**src/rtl/inst_loader_if.sv**
```systemverilog
// Host byte stream and instruction-memory write port of the program loader.
// master: host/bench side (drives the byte stream, observes the memory port).
// slave:  loader side (consumes the byte stream, drives the memory port).
interface inst_loader_if;
    logic        in_valid;
    logic [7:0]  in_data;
    logic        in_ready;
    logic [31:0] mem_addr;
    logic        mem_write_enable;
    logic [3:0]  mem_write_width;
    logic [31:0] mem_write_data;

    modport master (
        output in_valid, in_data,
        input  in_ready, mem_addr, mem_write_enable, mem_write_width, mem_write_data
    );

    modport slave (
        input  in_valid, in_data,
        output in_ready, mem_addr, mem_write_enable, mem_write_width, mem_write_data
    );
endinterface

```
**src/rtl/inst_loader.sv**
```systemverilog
// Program loader: takes a length-prefixed byte stream, packs it into
// little-endian words for the instruction memory, finishes a ragged tail
// with half/byte writes and keeps the core in reset until the image is in.
//
// state       | meaning
// ------------+----------------------------------------------------------
// S_IDLE      | after reset, waiting for start
// S_LEN       | collecting the 4-byte little-endian length header
// S_DATA      | collecting payload, one word write per 4 bytes
// S_TAIL_HALF | half write of bytes 0..1 of a 3-byte tail is on the port
// S_TAIL_BYTE | final write on the port (or nothing for a 4-byte end)
// S_DONE      | image complete, core released
// S_ERR       | length larger than memory, waiting for start
module inst_loader #(
    parameter logic [31:0] BASE_ADDR         = 32'h0000_0000,
    parameter int unsigned MEM_DEPTH_IN_BYTE = 16384
) (
    input  logic         clk,
    input  logic         rst_n,
    input  logic         start,
    inst_loader_if.slave bus,
    output logic         busy,
    output logic         cpu_hold,
    output logic         done,
    output logic         error
);

    typedef enum logic [2:0] {
        S_IDLE,
        S_LEN,
        S_DATA,
        S_TAIL_HALF,
        S_TAIL_BYTE,
        S_DONE,
        S_ERR
    } state_t;

    // Largest payload that still fits between BASE_ADDR and the end of memory.
    localparam logic [31:0] LEN_LIMIT = 32'(MEM_DEPTH_IN_BYTE) - BASE_ADDR;

    state_t      state_q;
    logic [31:0] len_q;
    logic [31:0] cnt_q;
    logic [23:0] buf_q;
    logic        we_q;
    logic [31:0] addr_q;
    logic [3:0]  width_q;
    logic [31:0] wdata_q;

    logic        accept;
    logic [31:0] cnt_d;
    logic [31:0] len_d;
    logic [31:0] word_addr;

    assign accept    = bus.in_valid && bus.in_ready;
    assign cnt_d     = cnt_q + 32'd1;
    // Full header value as it stands when the 4th header byte arrives.
    assign len_d     = {bus.in_data, len_q[23:0]};
    // Counter is still pointing into the word being written, so rounding it
    // down gives the word offset for the word write and for every tail write.
    assign word_addr = BASE_ADDR + {cnt_q[31:2], 2'b00};

    // Status and handshake are pure decodes of the state register.
    assign bus.in_ready = (state_q == S_LEN) || (state_q == S_DATA);
    assign busy         = (state_q == S_LEN) || (state_q == S_DATA) ||
                          (state_q == S_TAIL_HALF) || (state_q == S_TAIL_BYTE);
    assign cpu_hold     = (state_q != S_DONE);
    assign done         = (state_q == S_DONE);
    assign error        = (state_q == S_ERR);

    assign bus.mem_write_enable = we_q;
    assign bus.mem_addr         = addr_q;
    assign bus.mem_write_width  = width_q;
    assign bus.mem_write_data   = wdata_q;

    // Loader FSM with registered write port; write strobe is a one-cycle pulse.
    always_ff @(posedge clk) begin
        if (!rst_n) begin
            state_q <= S_IDLE;
            len_q   <= '0;
            cnt_q   <= '0;
            buf_q   <= '0;
            we_q    <= 1'b0;
            addr_q  <= '0;
            width_q <= '0;
            wdata_q <= '0;
        end else begin
            we_q <= 1'b0;
            case (state_q)
                S_IDLE, S_DONE, S_ERR: begin
                    if (start) begin
                        state_q <= S_LEN;
                        len_q   <= '0;
                        cnt_q   <= '0;
                        buf_q   <= '0;
                    end
                end

                S_LEN: begin
                    if (accept) begin
                        cnt_q <= cnt_d;
                        case (cnt_q[1:0])
                            2'd0:    len_q[7:0]   <= bus.in_data;
                            2'd1:    len_q[15:8]  <= bus.in_data;
                            2'd2:    len_q[23:16] <= bus.in_data;
                            default: len_q        <= len_d;
                        endcase
                        if (cnt_q[1:0] == 2'd3) begin
                            cnt_q <= '0;
                            if (len_d == 32'd0) begin
                                state_q <= S_DONE;
                            end else if (len_d > LEN_LIMIT) begin
                                state_q <= S_ERR;
                            end else begin
                                state_q <= S_DATA;
                            end
                        end
                    end
                end

                S_DATA: begin
                    if (accept) begin
                        cnt_q <= cnt_d;
                        case (cnt_q[1:0])
                            2'd0:    buf_q[7:0]   <= bus.in_data;
                            2'd1:    buf_q[15:8]  <= bus.in_data;
                            2'd2:    buf_q[23:16] <= bus.in_data;
                            default: ;
                        endcase
                        if (cnt_q[1:0] == 2'd3) begin
                            we_q    <= 1'b1;
                            addr_q  <= word_addr;
                            width_q <= 4'd4;
                            wdata_q <= {bus.in_data, buf_q};
                        end
                        if (cnt_d == len_q) begin
                            case (len_q[1:0])
                                2'd0: state_q <= S_TAIL_BYTE;
                                2'd1: begin
                                    we_q    <= 1'b1;
                                    addr_q  <= word_addr;
                                    width_q <= 4'd1;
                                    wdata_q <= {24'd0, bus.in_data};
                                    state_q <= S_TAIL_BYTE;
                                end
                                2'd2: begin
                                    we_q    <= 1'b1;
                                    addr_q  <= word_addr;
                                    width_q <= 4'd2;
                                    wdata_q <= {16'd0, bus.in_data, buf_q[7:0]};
                                    state_q <= S_TAIL_BYTE;
                                end
                                default: begin
                                    we_q    <= 1'b1;
                                    addr_q  <= word_addr;
                                    width_q <= 4'd2;
                                    wdata_q <= {16'd0, buf_q[15:0]};
                                    state_q <= S_TAIL_HALF;
                                end
                            endcase
                        end
                    end
                end

                S_TAIL_HALF: begin
                    // Byte 2 was captured into the buffer with the last accept.
                    we_q    <= 1'b1;
                    addr_q  <= word_addr + 32'd2;
                    width_q <= 4'd1;
                    wdata_q <= {24'd0, buf_q[23:16]};
                    state_q <= S_TAIL_BYTE;
                end

                S_TAIL_BYTE: state_q <= S_DONE;

                default: state_q <= S_IDLE;
            endcase
        end
    end

endmodule

```
**src/flat_wrapper.sv**
```systemverilog
// flat-port wrapper written by rule: the top's interface ports become plain ports
module inst_loader_flat 
#(
    parameter logic [31:0] BASE_ADDR         = 32'h0000_0000,
    parameter int unsigned MEM_DEPTH_IN_BYTE = 16384
)
  (clk, rst_n, start, busy, cpu_hold, done, error, bus_in_valid, bus_in_data, bus_in_ready, bus_mem_addr, bus_mem_write_enable, bus_mem_write_width, bus_mem_write_data);
  inst_loader_if bus_i ();
  input  logic clk;
  input  logic rst_n;
  input  logic start;
  output logic busy;
  output logic cpu_hold;
  output logic done;
  output logic error;
  input wire logic [$bits(bus_i.in_valid)-1:0] bus_in_valid;
  input wire logic [$bits(bus_i.in_data)-1:0] bus_in_data;
  output wire logic [$bits(bus_i.in_ready)-1:0] bus_in_ready;
  output wire logic [$bits(bus_i.mem_addr)-1:0] bus_mem_addr;
  output wire logic [$bits(bus_i.mem_write_enable)-1:0] bus_mem_write_enable;
  output wire logic [$bits(bus_i.mem_write_width)-1:0] bus_mem_write_width;
  output wire logic [$bits(bus_i.mem_write_data)-1:0] bus_mem_write_data;
  assign bus_i.in_valid = bus_in_valid;
  assign bus_i.in_data = bus_in_data;
  assign bus_in_ready = bus_i.in_ready;
  assign bus_mem_addr = bus_i.mem_addr;
  assign bus_mem_write_enable = bus_i.mem_write_enable;
  assign bus_mem_write_width = bus_i.mem_write_width;
  assign bus_mem_write_data = bus_i.mem_write_data;
  inst_loader #(.BASE_ADDR(BASE_ADDR), .MEM_DEPTH_IN_BYTE(MEM_DEPTH_IN_BYTE)) u_core (.clk(clk), .rst_n(rst_n), .start(start), .bus(bus_i), .busy(busy), .cpu_hold(cpu_hold), .done(done), .error(error));
endmodule
```
**config.mk**
```make
export PLATFORM = sky130hd
export DESIGN_NAME = inst_loader_flat
export DESIGN_NICKNAME = d
export VERILOG_FILES = /design/src/rtl/inst_loader_if.sv /design/src/rtl/inst_loader.sv /design/src/flat_wrapper.sv
export SDC_FILE = /design/constraint.sdc
export NUM_CORES = 1
export LEC_CHECK = 0
export CORE_MARGIN = 5
export CORE_UTILIZATION = 40
export CTS_CLUSTER_DIAMETER = 50
export DETAILED_ROUTE_END_ITERATION = 6
export HOLD_SLACK_MARGIN = 0.02
export PLACE_DENSITY = 0.58
export SLEW_MARGIN = 40
export SYNTH_ARGS = -nofsm -noshare
export SYNTH_HDL_FRONTEND = slang
export SYNTH_SLANG_ARGS = --single-unit
```
**constraint.sdc**
```tcl
create_clock -name clk -period 6.86 [get_ports clk]
set_input_delay 1.029 -clock clk [delete_from_list [all_inputs] [get_ports clk]]
set_output_delay 1.029 -clock clk [all_outputs]
set_load 0.005 [all_outputs]
```
==> impl_metrics.csv, run 1 <==
group,metric,value,unit
status,status,"finished clean",
finish,syn_to_final_growth,19.6,%
synthesis,synth_ff_type,"dfxtp_1",
clock_network,clockBufferDepth,2,
floorplan,initial_core_util,40.9,%
synthesis,syn_area_per_cell,7.91,sq um
synthesis,synth_top_cell_area_share,38.3,%
timing,fin_worst_skew,17.5,ps
global_route,grt_usage,21.6,%
clock_network,holdBufCountCts,0,
timing,finalHoldViolCount,0,
clock_network,path_clk_slew,70,ps
synthesis,synth_cell_types,70,
route,drtAntennaViolNets,0,
place,gp_congestion,0.891,
synthesis,synth.area.top_cells,"dfxtp_1 38%, nor2_1 8.9%, a21oi_1 7.8%, nand2_1 4.2%, mux2i_1 4.2%",
clock_network,cts.sinks,160,
setup_path,slowest_delay,620,ps
timing,fmax,222,MHz
route,drt_iter0_drc,711,
power,power.density,314,nW/um^2
floorplan,die_y,155,um
timing,setup_tns,0,ps
synthesis,yosysTopAreaCell,"dfxtp_1",
setup_path,required,7220,ps
synthesis,async_flop_share,0,%
setup_path,path_common_cell,"ha_1",
setup_path,rrSetupSlack,2360,ps
clock_network,clkLatencyLatePin,440,ps
clock_network,post_cts_resized,0,
timing,setup_viol,0,
floorplan,core-area,20400,sq um
setup_path,cp-end-kind,"flip-flop",
setup_path,path_cells,"ha_1 > buf_4 > inv_1 > ha_1 > xnor2_1 > nor3_1 > nand2_1 > nor4b_1 > and3_1 > nor4bb_1 > nand4b_1 > mux2i_2 > o221ai_1 > a21oi_1",
finish,fin_util,48.9,%
setup_path,start_kind,"flip-flop",
global_route,gr-total-overflow,0,
global_route,first_global_vias,7186,
floorplan,ios,86,
route,vias,7809,
run,max_cap_violations,0,
place,portBuffers,85,
clock_network,cts_max_level,4,
timing,hold_ws,468,ps
setup_path,cp_max_fo,32,
setup_path,reg2reg_from,"u_core.cnt_q[0]",
floorplan,die_w,155,um
timing,postLayoutSetupSlackWorst,2360,ps
clock_network,cts-buffers-inserted,17,
route,routedWlPerCell,18.9,um
power,p_leak,3.66,nW
timing,min_period,4500,ps
route,wl,26.1,mm
synthesis,netlist_area,8360,sq um
route,drt-vias-per-instance,5.63,
synthesis,synthesis.nets,1075,
global_route,antenna_found_initial,0,
timing,rsz0062_at_grt,"false",
setup_path,r2r_end,"u_core.bus.mem_write_data[6]",
synthesis,netlist_top_cells_count,"199 x nor2_1, 160 x dfxtp_1, 131 x a21oi_1, 94 x nand2_1, 55 x clkbuf_1",
floorplan,die_area,23900,sq um
timing,slew_headroom,48.7,%
route,dr.pass1.iters,5,
setup_path,path_class,"flip-flop to flip-flop",
finish,antenna_cells,0,
finish,drive_gt1_share,6.99,%
finish,fin_nets,1121,
synthesis,synth-seq-area-share,38.3,%
floorplan,rows,52,
setup_path,reg2reg_depth,14,
synthesis,synth_edf_count,0,
timing,slew_viol_final,0,
place,place_area,9370,sq um
finish,fin_area,10000,sq um
timing,worstMarginPinSlew,766,ps
hold_path,min_to,"u_core.bus.mem_addr[1]",
hold_path,min-delay-start,"u_core.bus.mem_addr[1]",
synthesis,synthCells,1057,
timing,fin_crit_sh,65.6,%
clock_network,root_buffer,"clkbuf_16",
synthesis,yosysWarnings,0,
clock_network,post-cts-setup-buffers,0,
power,ir_drop,0.000231,V
setup_path,critPathLaunch,"u_core.cnt_q[0]",
hold_path,hold_class,"flip-flop to flip-flop",
clock_network,cts_tree,"built",
setup_path,arrival,4860,ps
hold_path,holdPathStages,2,
synthesis,post-synth-top-count-cell,"nor2_1",
route,drcViolationCount,0,
global_route,grt_max_degree,87,
global_route,grt_pass1_wl,41.3,mm
setup_path,slowest_stage,"mux2i_2",
place,dp_slack,2380,ps
place,hpwl,18.3,mm
synthesis,ys_ff_latch,160,
==> power breakdown <==
group          total, mW  switching, mW  internal (mW)
Clock               1.02          0.432          0.585
Sequential          1.04         0.0711          0.971
Combinational       1.08          0.731          0.345
Total               3.14           1.23           1.90
==> registers in the layout, indices dropped and copies added, names as in the netlist <==
name,flops
u_core.bus.mem_addr,32
u_core.len_q,32
u_core.buf_q,24
u_core.state_q,3
u_core.bus.mem_write_width,4
u_core.cnt_q,32
u_core.bus.mem_write_data,32
u_core.bus.mem_write_enable,1
==> metrics by stage <==
step	total power, mW	std cells
finish	3.14	1386
global route	3.29	1386
CTS	3.13	1386
detailed placement	2.12	1354
global placement	2.11	1354
floorplan	1.74	1057
==> worst max-delay path, delay by kind of cell (launching register included) <==
kind	cells	cell delay (ps)
and+or+nand+nor	6	1470
buffers and inverters	2	680
adders and majority gates	2	620
muxes	1	620
DFF	1	570
AOI/OAI and AO/OA	2	330
xor gates and xnor gates	1	130
==> metal layers <==
layer / share of wire, % / vias to the layer above / global-route usage (%) / wire length (um)
met5: 0 / - / 0 / 0
met4: 2.2 / 0 / 6.56 / 573
met3: 6.0 / 40 / 4.72 / 1570
met2: 43 / 258 / 32.3 / 11300
met1: 49 / 3687 / 31.1 / 12700
li1: - / 3824 / - / -
==> how the worst max path moves through the flow <==
stage,endpoint,slack (ps),cells after the start
floorplan,u_core.bus.mem_write_data[22],3130,17
global placement,u_core.bus.mem_write_data[6],2500,14
detailed placement,u_core.bus.mem_write_data[3],2380,14
CTS,u_core.bus.mem_write_data[3],2380,14
global route,u_core.bus.mem_write_data[7],2010,14
finish,u_core.bus.mem_write_data[6],2360,14
==> layout by cell type, fill, tap and decap left out, types with 14 or more instances in the layout <==
cell type,instances
a211oi_1,19
a21oi_1,131
a22o_1,16
and2_1,15
buf_4,16
clkbuf_16,17
clkdlybuf4s50_1,85
dfxtp_1,160
mux2i_1,35
nand2_1,94
nand3_1,14
nand4_1,15
nor2_1,199
nor3_1,18
o21ai_0,37
xnor2_1,34
xor2_1,17
==> cell families after synthesis <==
group,synth area share [%]
compound gates,19.5
xor+xnor,5.34
fa+ha+maj,0.898
buf+inv,4.40
flops,38.3
mux,5.43
simple gates,26.1
==> final cells by class <==
class | instances | area, sq um
Tap cell | 270 | 338
Fill cell | 2063 | 10400
Sequential cell | 160 | 3200
Timing Repair Buffer | 101 | 971
Multi-Input combinational cell | 810 | 4810
Clock inverter | 15 | 194
Inverter | 13 | 53.8
Clock buffer | 17 | 425
Power figures use the tool's default switching activity.
==> run 2, diff against run 1 <==
==> constraint.sdc (replaced) <==
create_clock -name clk -period 4.35 [get_ports clk]
set_input_delay 0.6525 -clock clk [delete_from_list [all_inputs] [get_ports clk]]
set_output_delay 0.6525 -clock clk [all_outputs]
set_load 0.005 [all_outputs]
==> run 2 against run 1 <==
  * Design area grew 0.89%
  * Clock power is 58% higher
  * Power grew 58%
  * Count of clock-buffer cells in the layout unchanged
  * Core utilization up 0.43 points
==> impl_metrics.csv, run 2 (synthesis gave the netlist of run 1 again) <==
group,metric,value,unit
finish,syn_to_final_growth,20.6,%
floorplan,die_y,155,um
floorplan,die_area,23900,sq um
setup_path,cp_max_fo,10,
status,status,"finished clean",
finish,num-fill-cells,2028,
finish,drive_gt1_share,7.90,%
route,drtAntennaViolNets,0,
global_route,antenna_found_initial,0,
setup_path,path_cells,"ha_1 > nand3_1 > nor4_2 > xnor2_1 > o21a_1 > nand4b_1 > nor4bb_1 > nand4b_1 > buf_4 > mux2i_2 > o221ai_1 > a21oi_1",
finish,fin_nets,1132,
finish,antenna_cells,0,
timing,hold_ws,471,ps
finish,final_common_cell,"nor2_1",
setup_path,cp-end-kind,"flip-flop",
place,hpwl,18.6,mm
run,max_cap_violations,0,
clock_network,post-cts-setup-buffers,0,
place,portBuffers,85,
place,gp_congestion,0.963,
finish,seq_area,3200,sq um
setup_path,rrSetupSlack,420,ps
power,ir_drop,0.000351,V
timing,slew_headroom,46.0,%
setup_path,path_class,"flip-flop to flip-flop",
timing,setup_tns,0,ps
power,p_leak,3.73,nW
clock_network,path_clk_slew,70,ps
clock_network,cts_tree,"built",
global_route,first_global_vias,7387,
timing,fin_crit_sh,90.4,%
setup_path,path_common_cell,"nand4b_1",
finish,mostFrequentLayoutCells,"199 x nor2_1, 160 x dfxtp_1, 131 x a21oi_1",
power,comb_power_share,34.3,%
floorplan,ios,86,
route,vias,7889,
power,clock_power_share,32.5,%
setup_path,start_kind,"flip-flop",
power,power.density,491,nW/um^2
clock_network,cts.sinks,160,
timing,min_period,3930,ps
power,switching_share,39.0,%
timing,fin_worst_skew,14.8,ps
global_route,grt_usage,21.7,%
clock_network,cts_max_level,4,
floorplan,initial_core_util,40.9,%
power,p_total,4.96,mW
clock_network,clockBufferDepth,2,
power,p_int,3.02,mW
floorplan,core-area,20400,sq um
floorplan,rows,52,
clock_network,holdBufCountCts,0,
timing,finalHoldViolCount,0,
route,wl,26.3,mm
hold_path,hold_class,"flip-flop to flip-flop",
setup_path,arrival,4300,ps
setup_path,slowest_delay,560,ps
global_route,gr-total-overflow,0,
timing,slew_viol_final,0,
setup_path,slowest_stage,"dfxtp_1",
clock_network,post_cts_resized,0,
route,dr.pass1.iters,5,
timing,setup_viol,0,
route,drt-vias-per-instance,5.65,
route,drcViolationCount,0,
finish,multi_input_area,4810,sq um
timing,rsz0062_at_grt,"false",
timing,fmax,254,MHz
timing,worstMarginPinSlew,807,ps
global_route,grt_max_degree,66,
clock_network,root_buffer,"clkbuf_16",
clock_network,clkLatencyLatePin,440,ps
power,seqPwrFrac,33.2,%
route,routedWlPerCell,18.8,um
floorplan,die_w,155,um
global_route,grt_pass1_wl,41.7,mm
setup_path,required,4720,ps
clock_network,cts-buffers-inserted,17,
route,drt_iter0_drc,699,
power,switchingPower,1.93,mW
==> run 2: layout make-up <==
class | count | share of cell area (%)
clock inverters | 15 | 1.95
well taps | 270 | 3.35
clock buffers | 17 | 4.22
repair buffers | 112 | 10.6
flip-flops and latches | 160 | 31.8
inverters | 13 | 0.509
multi-input cells | 810 | 47.6
==> run 2: worst paths after layout <==
check | cells past startpoint | startpoint | end
setup / recovery | 12 | u_core.cnt_q[0] | u_core.bus.mem_write_data[1]
hold / removal | 2 | u_core.bus.mem_addr[1] | u_core.bus.mem_addr[1]
setup reg to reg | 12 | u_core.cnt_q[0] | u_core.bus.mem_write_data[1]
hold reg to reg | 2 | u_core.bus.mem_addr[1] | u_core.bus.mem_addr[1]
==> run 2: through the flow <==
stage / utilization, % / worst slack (ps) / cells / cell area [sq um]
global route: 49.4 / 101 / 1397 / 10100
finish: 49.4 / 420 / 1397 / 10100
CTS: 49.3 / 416 / 1397 / 10100
global placement: 46.3 / 577 / 1365 / 9460
floorplan: - / 617 / 1057 / 8360
detailed placement: 46.3 / 468 / 1365 / 9460
==> run 2: power groups by stage <==
stage | clock, mW | combinational [mW] | sequential, mW
global placement | 0 | 1.67 | 1.68
global route | 1.70 | 1.85 | 1.65
CTS | 1.64 | 1.68 | 1.64
floorplan | 0 | 1.14 | 1.61
finish | 1.61 | 1.70 | 1.65
detailed placement | 0 | 1.66 | 1.68
==> run 2: worst max-delay path, delay by kind of cell (launching register included) <==
kind	cells	cell delay [ps]
compound gates	3	570
xor+xnor	1	190
fa+ha+maj	1	310
buf+inv	1	240
flops	1	560
mux	1	470
simple gates	5	1530
==> run 2: layer usage <==
metal,vias up,global-route usage [%],part of all wire (%)
li1,3852,-,-
met1,3785,31.2,49
met2,225,33.8,44
met3,27,3.19,4.7
met4,0,6.48,1.6
met5,-,0,0
==> run 3, diff against run 2 <==
--- a/config.mk
+++ b/config.mk
@@ -11,7 +11,7 @@
 export DETAILED_ROUTE_END_ITERATION = 6
 export HOLD_SLACK_MARGIN = 0.02
 export PLACE_DENSITY = 0.58
-export SLEW_MARGIN = 40
+export SLEW_MARGIN = 5
 export SYNTH_ARGS = -nofsm -noshare
 export SYNTH_HDL_FRONTEND = slang
 export SYNTH_SLANG_ARGS = --single-unit
==> run 3 against run 2 <==
  * Maximum frequency rose by 0.42%
  * Clock power hardly changed
  * Non-clock buffer count stayed put
  * Critical endpoint unchanged
  * Largest cell class unchanged
==> impl_metrics.csv, run 3 (synthesis gave the netlist of run 1 again) <==
group,metric,value,unit
status,status,"finished clean",
setup_path,path_cells,"ha_1 > nand3_1 > nor4_2 > xnor2_1 > o21a_1 > nand4b_1 > nor4bb_1 > nand4b_1 > buf_4 > mux2i_2 > o221ai_1 > a21oi_1",
run,max_cap_violations,0,
timing,setup_viol,0,
floorplan,initial_core_util,40.9,%
timing,slew_headroom,40.4,%
clock_network,root_buffer,"clkbuf_16",
route,drcViolationCount,0,
setup_path,setup.worst_path.end,"u_core.bus.mem_write_data[1]",
power,ir_drop,0.000351,V
timing,postLayoutSetupSlackWorst,436,ps
finish,syn_to_final_growth,20.5,%
finish,drive_gt1_share,7.90,%
floorplan,ios,86,
clock_network,path_clk_slew,70,ps
timing,min_period,3910,ps
global_route,grt_max_degree,66,
floorplan,rows,52,
place,dp_slack,468,ps
timing,rsz0062_at_grt,"false",
global_route,grt_pass1_wl,41.7,mm
setup_path,cp_num_cells,12,
route,drt-vias-per-instance,5.64,
finish,final_common_cell,"nor2_1",
timing,slew_viol_final,0,
setup_path,cpLargestDelayFamily,"simple AND/OR/NAND/NOR gates",
setup_path,path_common_cell,"nand4b_1",
place,hpwl,18.6,mm
route,dr.pass1.iters,6,
floorplan,die_area,23900,sq um
floorplan,die_w,155,um
clock_network,cts.sinks,160,
setup_path,slowest_stage,"dfxtp_1",
clock_network,holdBufCountCts,0,
clock_network,clockBufferDepth,2,
timing,finalHoldViolCount,0,
timing,fmax,256,MHz
route,drt_iter0_drc,678,
setup_path,arrival,4290,ps
global_route,antenna_found_initial,0,
route,vias,7879,
setup_path,slowest_delay,560,ps
clock_network,cts-buffers-inserted,17,
setup_path,r2r_end,"u_core.bus.mem_write_data[1]",
setup_path,critPathLaunch,"u_core.cnt_q[0]",
clock_network,cts_tree,"built",
route,wl,26.2,mm
global_route,grt_usage,21.7,%
setup_path,path_class,"flip-flop to flip-flop",
clock_network,clkLatencyLatePin,440,ps
place,gp_congestion,0.963,
setup_path,start_kind,"flip-flop",
setup_path,required,4730,ps
finish,antenna_cells,0,
setup_path,cp-end-kind,"flip-flop",
route,routedWlPerCell,18.8,um
floorplan,die_y,155,um
global_route,first_global_vias,7387,
finish,mostFrequentLayoutCells,"199 x nor2_1, 160 x dfxtp_1, 131 x a21oi_1",
setup_path,worst-path-buf-inv,1,
power,power.density,491,nW/um^2
setup_path,reg2reg_from,"u_core.cnt_q[0]",
clock_network,post_cts_resized,0,
power,p_leak,3.72,nW
timing,setup_tns,0,ps
global_route,gr-total-overflow,0,
hold_path,hold_class,"flip-flop to flip-flop",
setup_path,reg2reg_depth,12,
finish,fin_nets,1132,
timing,fin_crit_sh,90.0,%
route,drtAntennaViolNets,0,
setup_path,rrSetupSlack,440,ps
clock_network,cts_max_level,4,
clock_network,post-cts-setup-buffers,0,
place,portBuffers,85,
setup_path,cp_max_fo,10,
timing,worstMarginPinSlew,892,ps
timing,fin_worst_skew,18.9,ps
floorplan,core-area,20400,sq um
==> run 3: cell types whose count changed in the layout (fill, tap and decap cells not counted) <==
cell | before | now
a31oi_2 | 0 | 1
a31oi_4 | 2 | 1
==> run 3: metrics by stage <==
step	util, %	area, sq um	std cells	hold WS (ps)	total power, mW
final	49.3	10100	1397	471	4.94
after global routing	49.3	10100	1397	492	5.20
after CTS	49.3	10100	1397	477	4.96
after detailed placement	46.3	9460	1365	461	3.34
after global placement	46.3	9460	1365	461	3.34
after floorplan	-	8360	1057	452	2.75
==> run 3: per-layer routing <==
layer,GRT usage [%],routed length [um],part of all wire (%)
met1,31.2,12700,48
met2,33.8,11700,45
met3,3.19,1440,5.5
met4,6.48,420,1.6
met5,0,0,0
==> run 3: layout make-up <==
| type | count | area (sq um) |
|---|---|---|
| multi-input combinational | 810 | 4800 |
| sequential | 160 | 3200 |
| clock buffer | 17 | 425 |
| fill | 2027 | 10400 |
| inverter | 13 | 51.3 |
| timing repair buffer | 112 | 1070 |
| tap | 270 | 338 |
| clock inverter | 15 | 196 |
==> run 3: tightest hold or removal path, stage by stage (launching register included) <==
cell and delay (ps):
dfxtp_1 310, nand2_1 50, o21ai_0 60
==> run 3: worst min path at each step <==
stage	depth (start not counted)	startpoint	to	slack, ps
6_report	2	u_core.bus.mem_addr[1]	u_core.bus.mem_addr[1]	470
5_1_grt	1	u_core.bus.mem_addr[0]	u_core.bus.mem_addr[0]	490
4_1_cts	2	u_core.bus.mem_write_width[2]	u_core.bus.mem_write_width[2]	480
3_5_place_dp	2	u_core.bus.mem_addr[1]	u_core.bus.mem_addr[1]	460
3_3_place_gp	1	u_core.bus.mem_write_data[23]	u_core.bus.mem_write_data[23]	460
2_1_floorplan	2	u_core.bus.mem_addr[1]	u_core.bus.mem_addr[1]	450
==> run 3: power breakdown <==
part | total (mW) | internal (mW) | switching [mW] | leakage (nW)
Clock | 1.61 | 0.924 | 0.685 | 0.307
Sequential | 1.65 | 1.53 | 0.114 | 1.29
Combinational | 1.69 | 0.565 | 1.12 | 2.13
